## src/rtl/serial_word_receiver.sv

```systemverilog
// Serial-to-parallel word receiver with selectable bit order,
// read handshake and sticky overrun / framing-error flags.
module serial_word_receiver #(
    parameter int WIDTH = 4
) (
    input  logic             clk,
    input  logic             clear,
    input  logic             sin,
    input  logic             sstart,
    input  logic             msb_first,
    input  logic             rd_ack,
    output logic [WIDTH-1:0] D,
    output logic             valid,
    output logic             busy,
    output logic             overrun,
    output logic             ferr
);

    localparam int CW = $clog2(WIDTH + 1);

    typedef enum logic {
        IDLE,
        SHIFT
    } state_t;

    state_t           state;
    logic [CW-1:0]    cnt;
    logic [WIDTH-1:0] sr;
    logic             order;

    logic [WIDTH-1:0] sr_next;
    logic [WIDTH-1:0] first_word;
    logic             last;
    logic             done;

    always_comb begin
        sr_next    = sr;
        first_word = '0;
        if (order) begin
            sr_next = {sr[WIDTH-2:0], sin};
        end else begin
            sr_next = {sin, sr[WIDTH-1:1]};
        end
        if (msb_first) begin
            first_word = {{(WIDTH-1){1'b0}}, sin};
        end else begin
            first_word = {sin, {(WIDTH-1){1'b0}}};
        end
    end

    assign last = (cnt == CW'(WIDTH - 1));
    // An sstart on the final-bit edge aborts rather than completes.
    assign done = (state == SHIFT) && !sstart && last;

    always_ff @(posedge clk or posedge clear) begin
        if (clear) begin
            state   <= IDLE;
            cnt     <= '0;
            sr      <= '0;
            order   <= 1'b0;
            D       <= '0;
            valid   <= 1'b0;
            busy    <= 1'b0;
            overrun <= 1'b0;
            ferr    <= 1'b0;
        end else begin
            if (sstart) begin
                if (state == SHIFT) begin
                    ferr <= 1'b1;
                end
                state <= SHIFT;
                busy  <= 1'b1;
                order <= msb_first;
                sr    <= first_word;
                cnt   <= CW'(1);
            end else if (state == SHIFT) begin
                sr <= sr_next;
                if (last) begin
                    D     <= sr_next;
                    state <= IDLE;
                    busy  <= 1'b0;
                    cnt   <= '0;
                end else begin
                    cnt <= cnt + CW'(1);
                end
            end

            if (done) begin
                valid <= 1'b1;
                if (valid && !rd_ack) begin
                    overrun <= 1'b1;
                end
            end else if (rd_ack) begin
                valid <= 1'b0;
            end
        end
    end

endmodule

```

## config.mk

```make
export PLATFORM = sky130hd
export DESIGN_NAME = serial_word_receiver
export DESIGN_NICKNAME = d
export VERILOG_FILES = /design/src/rtl/serial_word_receiver.sv
export SDC_FILE = /design/constraint.sdc
export NUM_CORES = 1
export LEC_CHECK = 0
export CAP_MARGIN = 10
export CORE_UTILIZATION = 48
export CTS_CLUSTER_DIAMETER = 100
export DETAILED_ROUTE_END_ITERATION = 16
export GPL_TIMING_DRIVEN = 0
export MAX_ROUTING_LAYER = met4
export PLACE_DENSITY = 0.74
export SETUP_SLACK_MARGIN = 0.1
export SLEW_MARGIN = 30
export SYNTH_ARGS = -nofsm -noshare
export SYNTH_HDL_FRONTEND = slang
export SYNTH_SLANG_ARGS = --single-unit
```

## constraint.sdc

```tcl
create_clock -name clk -period 1.4 [get_ports clk]
set_input_delay 0.21 -clock clk [delete_from_list [all_inputs] [get_ports clk]]
set_output_delay 0.21 -clock clk [all_outputs]
set_load 0.01 [all_outputs]
```

==> results_dict.tcl, run 1 <==
set metrics [dict create \
    power.static_leakage_nw 0.438 \
    wl_per_cell_um 13.3 \
    grt_antenna_before_repair 0 \
    floorplan.core_area_sq_mm 0.00137 \
    grt_setup_unrepaired "true" \
    most-common-layout-cells "sky130_fd_sc_hd__dfrtp_1 (17), sky130_fd_sc_hd__nor2_1 (8), sky130_fd_sc_hd__dlygate4sd2_1 (8), sky130_fd_sc_hd__clkdlybuf4s50_1 (5)" \
    yosysSeqAreaShare_pct 57.2 \
    cts_hold_buf 0 \
    drcViolationCount 0 \
    num_antenna_cells 0 \
    maxClockFrequency_mhz 803 \
    worst_hold_path_class "input pin to async pin" \
    critPathRequiredTime_ns 1.57 \
    post_detail_place_hpwl_um 911 \
    global_route.usage.total_pct 18.9 \
    drv_cap 0 \
    synthesis.instances 65 \
    net_count_of_the_mapped_netlist 72 \
    cp-end-kind "flip-flop" \
    route.antenna.remaining_nets 0 \
    run_status "finished, final reports clean" \
    ctsHtreeMaxLevel 1 \
    clock_tree_root "sky130_fd_sc_hd__clkbuf_4" \
    vdd_ir_drop_max_uv 936 \
    chip_height_um 41.4 \
    final-setup-viol-count 0 \
    final_hold_viol_count 0 \
    yosysUniqueCellTypes 22 \
    fin_area_sq_um 921 \
    number_of_cts_inserted_buffers 3 \
    gp_routability_congestion 0.781 \
    drt_pass1_iterations 4 \
    fin_crit_period_ns 1.24 \
    post_synth_main_area_contributors "sky130_fd_sc_hd__dfrtp_1 (57%), sky130_fd_sc_hd__mux2i_1 (5.4%), sky130_fd_sc_hd__nor2_1 (5.1%)" \
    floorplan.io_pins 14 \
    global_route.overflow_total 0 \
    final.hold.worst_slack_ns 0.306 \
    non_filler_instance_count_after_layout 98 \
    layout.cells.most_common "sky130_fd_sc_hd__dfrtp_1" \
    insertion_delay_ns 0.28 \
    crit_path_start_kind "flip-flop" \
    critPathMaxStageDelay_ns 0.39 \
    syn-cell-area_sq_um 743 \
    final_wirelength_um 1310 \
    slew_viol_final 0 \
    via_count_of_the_first_global_routing_pass 481 \
    crit_path_max_fo 10 \
    clock_tree_from_tritoncts "done" \
    design.die.area_sq_mm 0.00171 \
    die_w_um 41.4 \
    final.period_utilization_pct 88.9 \
    start_util_pct 54.4 \
    area.growth.synth_to_final_pct 23.9 \
    register_to_register_setup_slack_ns 0.16 \
    placed_cells_incl_taps 93 \
    cell_by_cell_trace_of_the_critical_path "ha_1, and4bb_1, buf_6, nor2_1, a21oi_2" \
    final.fill_count 114 \
    worstSetupStartpoint "cnt[0]" \
    worst_pin_slew_ns 0.650 \
    cellPowerDensity_mw_per_mm2 1710 \
    yosysWarnings 0 \
    slew_headroom_pct 56.6 \
    synth_top_area_share_pct 57.2 \
    post-layout-total-power_mw 1.58 \
    crit_arrival_ns 1.41 \
    placement.cell_area_sq_um 892 \
    number_of_violations_reported_at_the_end_of_detailed_routing_iteration_0 18 \
    cell_type_with_the_largest_total_area_after_synthesis "sky130_fd_sc_hd__dfrtp_1" \
    post_cts_clock_slew_at_the_launch_and_capture_registers_of_the_worst_setup_and_hold_paths_ns 0.10 \
    rr_startpoint "cnt[0]" \
    detailroute.via_count 523 \
    worst_clock_skew_ns 0.00830 \
    maximum_number_of_pins_on_one_net_before_global_route_repair 18 \
    grt_pass1_wl_um 2010 \
    criticalPathCategory "flip-flop to flip-flop" \
    clockBufferDepth 2 \
    syn-mean-instance-area_sq_um 11.4 \
    portBuffers 13 \
    cpLargestDelayFamily "flip-flops" \
    drive_gt1_share_pct 18.1 \
    ys_ff_latch 17 \
    cts.sink_count 17 \
    final_nets 91 \
    crit_slowest_cell "sky130_fd_sc_hd__dfrtp_1" \
    num_rows 13 \
    post_drt_via_cell_ratio 5.34 \
    path_buf_inv 1 \
]
-- metrics by stage --
stage | utilization, % | TNS (ns) | setup slack [ns]
detailed placement | 65.3 | -0.393 | -0.0687
floorplan | - | 0 | 0.211
global route | 67.4 | 0 | 0.100
CTS | 66.5 | 0 | 0.131
finish | 67.4 | 0 | 0.155
global placement | 65.3 | -0.280 | -0.0588
-- worst reg2reg max path, cell delays in order, from the launching register on --
cell,delay (ns)
sky130_fd_sc_hd__dfrtp_1,0.39
sky130_fd_sc_hd__ha_1,0.22
sky130_fd_sc_hd__and4bb_1,0.22
sky130_fd_sc_hd__buf_6,0.15
sky130_fd_sc_hd__nor2_1,0.12
sky130_fd_sc_hd__a21oi_2,0.04
-- registers in the layout, indices dropped and copies added (netlist names) --
signal	cells
order	1
overrun	1
sr	4
cnt	3
state	1
ferr	1
valid	1
busy	1
D	4
-- where the power goes --
| group | internal (mW) | leakage, nW | switching (mW) |
|---|---|---|---|
| Sequential | 0.647 | 0.202 | 0.0917 |
| Clock | 0.110 | 0.0150 | 0.143 |
| Combinational | 0.290 | 0.221 | 0.293 |
-- final timing paths --
check | endpoint | depth (start not counted)
hold / removal | D[3] | 2
max in group asynchronous | busy | 2
min in group clk | ferr | 1
setup / recovery | D[2] | 5
setup reg to reg | D[2] | 5
hold reg to reg | ferr | 1
-- layer usage --
metal	wire, um	track usage [%]
met4	9	9.68
met2	621	30.5
met3	73	3.19
met5	0	-
met1	604	22.8
-- synthesized netlist by cell type (all sizes together) --
cell type	n
and4bb	1
clkbuf	1
a21o	2
nand2	3
nand3	1
nand2b	2
mux2i	4
nor2	10
a211o	1
buf	3
dfrtp	17
a211oi	4
o21ai	1
inv	4
ha	1
a21oi	6
mux2	1
a31o	2
nand3b	1
-- cell families (layout without fill, tap and decap cells) --
kind of cell             Yosys count  after routing  synth area share [%]
adder cells (fa/ha/maj)            1              1                  1.68
multiplexers                       5              5                  6.90
flip-flops                        17             17                  57.2
AND/OR/NAND/NOR                   18             18                  11.6
AO/OA/AOI/OAI                     16             16                  16.3
buffers and inverters              8             26                  6.23
-- what timing repair did --
action / in CTS / in global routing
endpoints found under the hold margin: 0 / 0
gates resized for setup: 8 / 2
buffers inserted: 0 / 1
endpoints found under the setup margin: 8 / 4
pin swaps: 0 / 0
-- cell type report --
type	count	area [sq um]	area share (%)
sequential	17	425	46.2
multi-input combinational	40	277	30.0
timing repair buffer	14	128	13.9
buffer	4	31.3	3.40
clock buffer	4	26.3	2.85
tap	15	18.8	2.04
inverter	4	15.0	1.63
(Power assumes the default switching activity.)
==> run 2: changes to the inputs <==
clock period = 1.3 ns   (was 1.4 ns; I/O delays follow)
==> run 2 against run 1 <==
  * Global-route usage rose by 0.82 points
  * Register-to-register slack got worse by 0.08 ns
  * Flip-flop and latch count did not move
  * Hold slack got worse by 0.017 ns
  * Non-clock buffer count rose by 2
  * Routed wire length rose by 4.3%
  * Via count rose by 0.57%
  * Die area did not move
  * Fmax rose by 2.0%
  * Core utilization rose by 2.9 points
  * Combinational power rose by 20%
==> results_dict.tcl, run 2 (synthesis gave the netlist of run 1 again) <==
set metrics [dict create \
    run_status "finished, final reports clean" \
    slew_viol_final 0 \
    cell_by_cell_trace_of_the_critical_path "ha_2, and4bb_2, buf_6, a21o_1" \
    final.fill_count 113 \
    intPower_mw 1.19 \
    worst_pin_slew_ns 0.648 \
    floorplan.io_pins 14 \
    chip_height_um 41.4 \
    crit_arrival_ns 1.40 \
    drt_pass1_iterations 4 \
    fin_crit_period_ns 1.22 \
    portBuffers 13 \
    vdd_ir_drop_max_uv 1020 \
    total_switching_power_mw 0.604 \
    insertion_delay_ns 0.28 \
    route.antenna.remaining_nets 0 \
    clock_tree_root "sky130_fd_sc_hd__clkbuf_4" \
    final_core_utilization_pct 70.3 \
    num_rows 13 \
    crit_path_start_kind "flip-flop" \
    crit_slowest_cell "sky130_fd_sc_hd__dfrtp_1" \
    maxClockFrequency_mhz 820 \
    layout.cells.most_common "sky130_fd_sc_hd__dfrtp_1" \
    global_route.overflow_total 0 \
    start_util_pct 54.4 \
    clkPwrFrac_pct 15.3 \
    floorplan.core_area_sq_mm 0.00137 \
    worst_clock_skew_ns 0.00709 \
    cellPowerDensity_mw_per_mm2 1870 \
    finalWorstSetupSlack_ns 0.0799 \
    clock_tree_from_tritoncts "done" \
    multiInputGateArea_sq_um 298 \
    p_comb_share_pct 39.1 \
    global_route.usage.total_pct 19.7 \
    post-layout-total-power_mw 1.79 \
    die_w_um 41.4 \
    cp-end-kind "flip-flop" \
    register_to_register_setup_slack_ns 0.08 \
    gp_routability_congestion 0.781 \
    grt_antenna_before_repair 0 \
    num_antenna_cells 0 \
    grt_pass1_wl_um 2090 \
    crit_path_max_fo 5 \
    final_wirelength_um 1360 \
    slew_headroom_pct 56.8 \
    cts.sink_count 17 \
    cts_hold_buf 0 \
    number_of_cts_inserted_buffers 3 \
    drcViolationCount 0 \
    worstSetupStartpoint "cnt[1]" \
    critPathRequiredTime_ns 1.48 \
    final-setup-viol-count 0 \
    post_detail_place_hpwl_um 911 \
    ff2ff_path_depth 4 \
    final_nets 93 \
    final_hold_viol_count 0 \
    drv_cap 0 \
    area.growth.synth_to_final_pct 29.3 \
    most-common-layout-cells "sky130_fd_sc_hd__dfrtp_1 (17), sky130_fd_sc_hd__nor2_1 (6), sky130_fd_sc_hd__dlygate4sd2_1 (6), sky130_fd_sc_hd__clkdlybuf4s50_1 (5)" \
    swShare_pct 33.7 \
    grt_setup_unrepaired "true" \
    clockBufferDepth 2 \
    post_cts_clock_slew_at_the_launch_and_capture_registers_of_the_worst_setup_and_hold_paths_ns 0.10 \
    sequential_area_sq_um 425 \
    rr_startpoint "cnt[1]" \
    maximum_number_of_pins_on_one_net_before_global_route_repair 18 \
    final.period_utilization_pct 93.9 \
    r2r-end "valid" \
    drive_gt1_share_pct 27.1 \
    post_drt_via_cell_ratio 5.26 \
    largestRegisters "D: 4 flops, sr: 4 flops, cnt: 3 flops" \
    wl_per_cell_um 13.6 \
    power.static_leakage_nw 0.446 \
    critPathCapture "valid" \
    critPathMaxStageDelay_ns 0.39 \
    detailroute.via_count 526 \
    criticalPathCategory "flip-flop to flip-flop" \
    place_ws_ns -0.154 \
    power.share.sequential_pct 45.6 \
    ctsHtreeMaxLevel 1 \
    via_count_of_the_first_global_routing_pass 498 \
    number_of_violations_reported_at_the_end_of_detailed_routing_iteration_0 9 \
    design.die.area_sq_mm 0.00171 \
    worst_hold_path_class "input pin to async pin" \
]
## run 2: cell count changes in the layout (fill, tap and decap cells not counted), sizes merged
cell / change
dlygate4sd2: -2
clkdlybuf4s15: +2
buf: +1
clkbuf: +1
## run 2: worst max-delay path, delay by kind of cell (launching register included)
family,cells,cell delay [ns]
adder cells (fa/ha/maj),1,0.19
buffers and inverters,1,0.14
flip-flops,1,0.39
AND/OR/NAND/NOR,1,0.25
AO/OA/AOI/OAI,1,0.15
## run 2: area by class of cell
type,instances,share of cell area (%)
timing repair buffer,16,15.1
multi-input combinational,40,31.0
sequential,17,44.3
clock buffer,4,2.73
inverter,4,1.56
buffer,4,3.39
tap,15,1.95
## run 2: per-layer routing
| layer | global-route usage, % | wire length (um) | up-vias |
|---|---|---|---|
| met1 | 22.8 | 624 | 244 |
| met3 | 3.19 | 52 | 2 |
| met2 | 33.2 | 675 | 16 |
| li1 | - | - | 264 |
| met5 | - | 0 | - |
| met4 | 9.68 | 11 | 0 |
## run 2: how the worst min path moves through the flow
| stage | start | to | slack (ns) | cells past startpoint |
|---|---|---|---|---|
| 2_1_floorplan | clear | D[0] | 0.12 | 1 |
| 4_1_cts | clear | D[1] | 0.31 | 2 |
| 5_1_grt | clear | D[1] | 0.38 | 2 |
| 3_3_place_gp | ferr | ferr | 0.44 | 1 |
| 3_5_place_dp | ferr | ferr | 0.45 | 1 |
| 6_report | clear | D[3] | 0.29 | 2 |
## run 2: power groups by stage
stage                     registers [mW]  clock network (mW)  logic, mW
after global routing               0.838               0.299      0.796
final                              0.817               0.274      0.701
after floorplan                    0.844                   0      0.354
after CTS                          0.798               0.282      0.644
after global placement             0.803                   0      0.660
after detailed placement           0.809                   0      0.675
## run 2: repair_timing
item	CTS	global route
gates cloned	1	0
setup buffers	1	1
endpoints found under the hold margin	0	0
pin swaps	0	1
resized for setup	11	11
endpoints found under the setup margin	14	11
## run 2: through the flow
step / instance area (sq um) / cells / hold slack (ns) / setup TNS, ns
CTS: 928 / 99 / 0.306 / 0
global route: 961 / 100 / 0.379 / 0
global placement: 892 / 93 / 0.439 / -1.41
floorplan: 743 / 65 / 0.121 / 0
finish: 961 / 100 / 0.289 / 0
detailed placement: 892 / 93 / 0.448 / -1.68
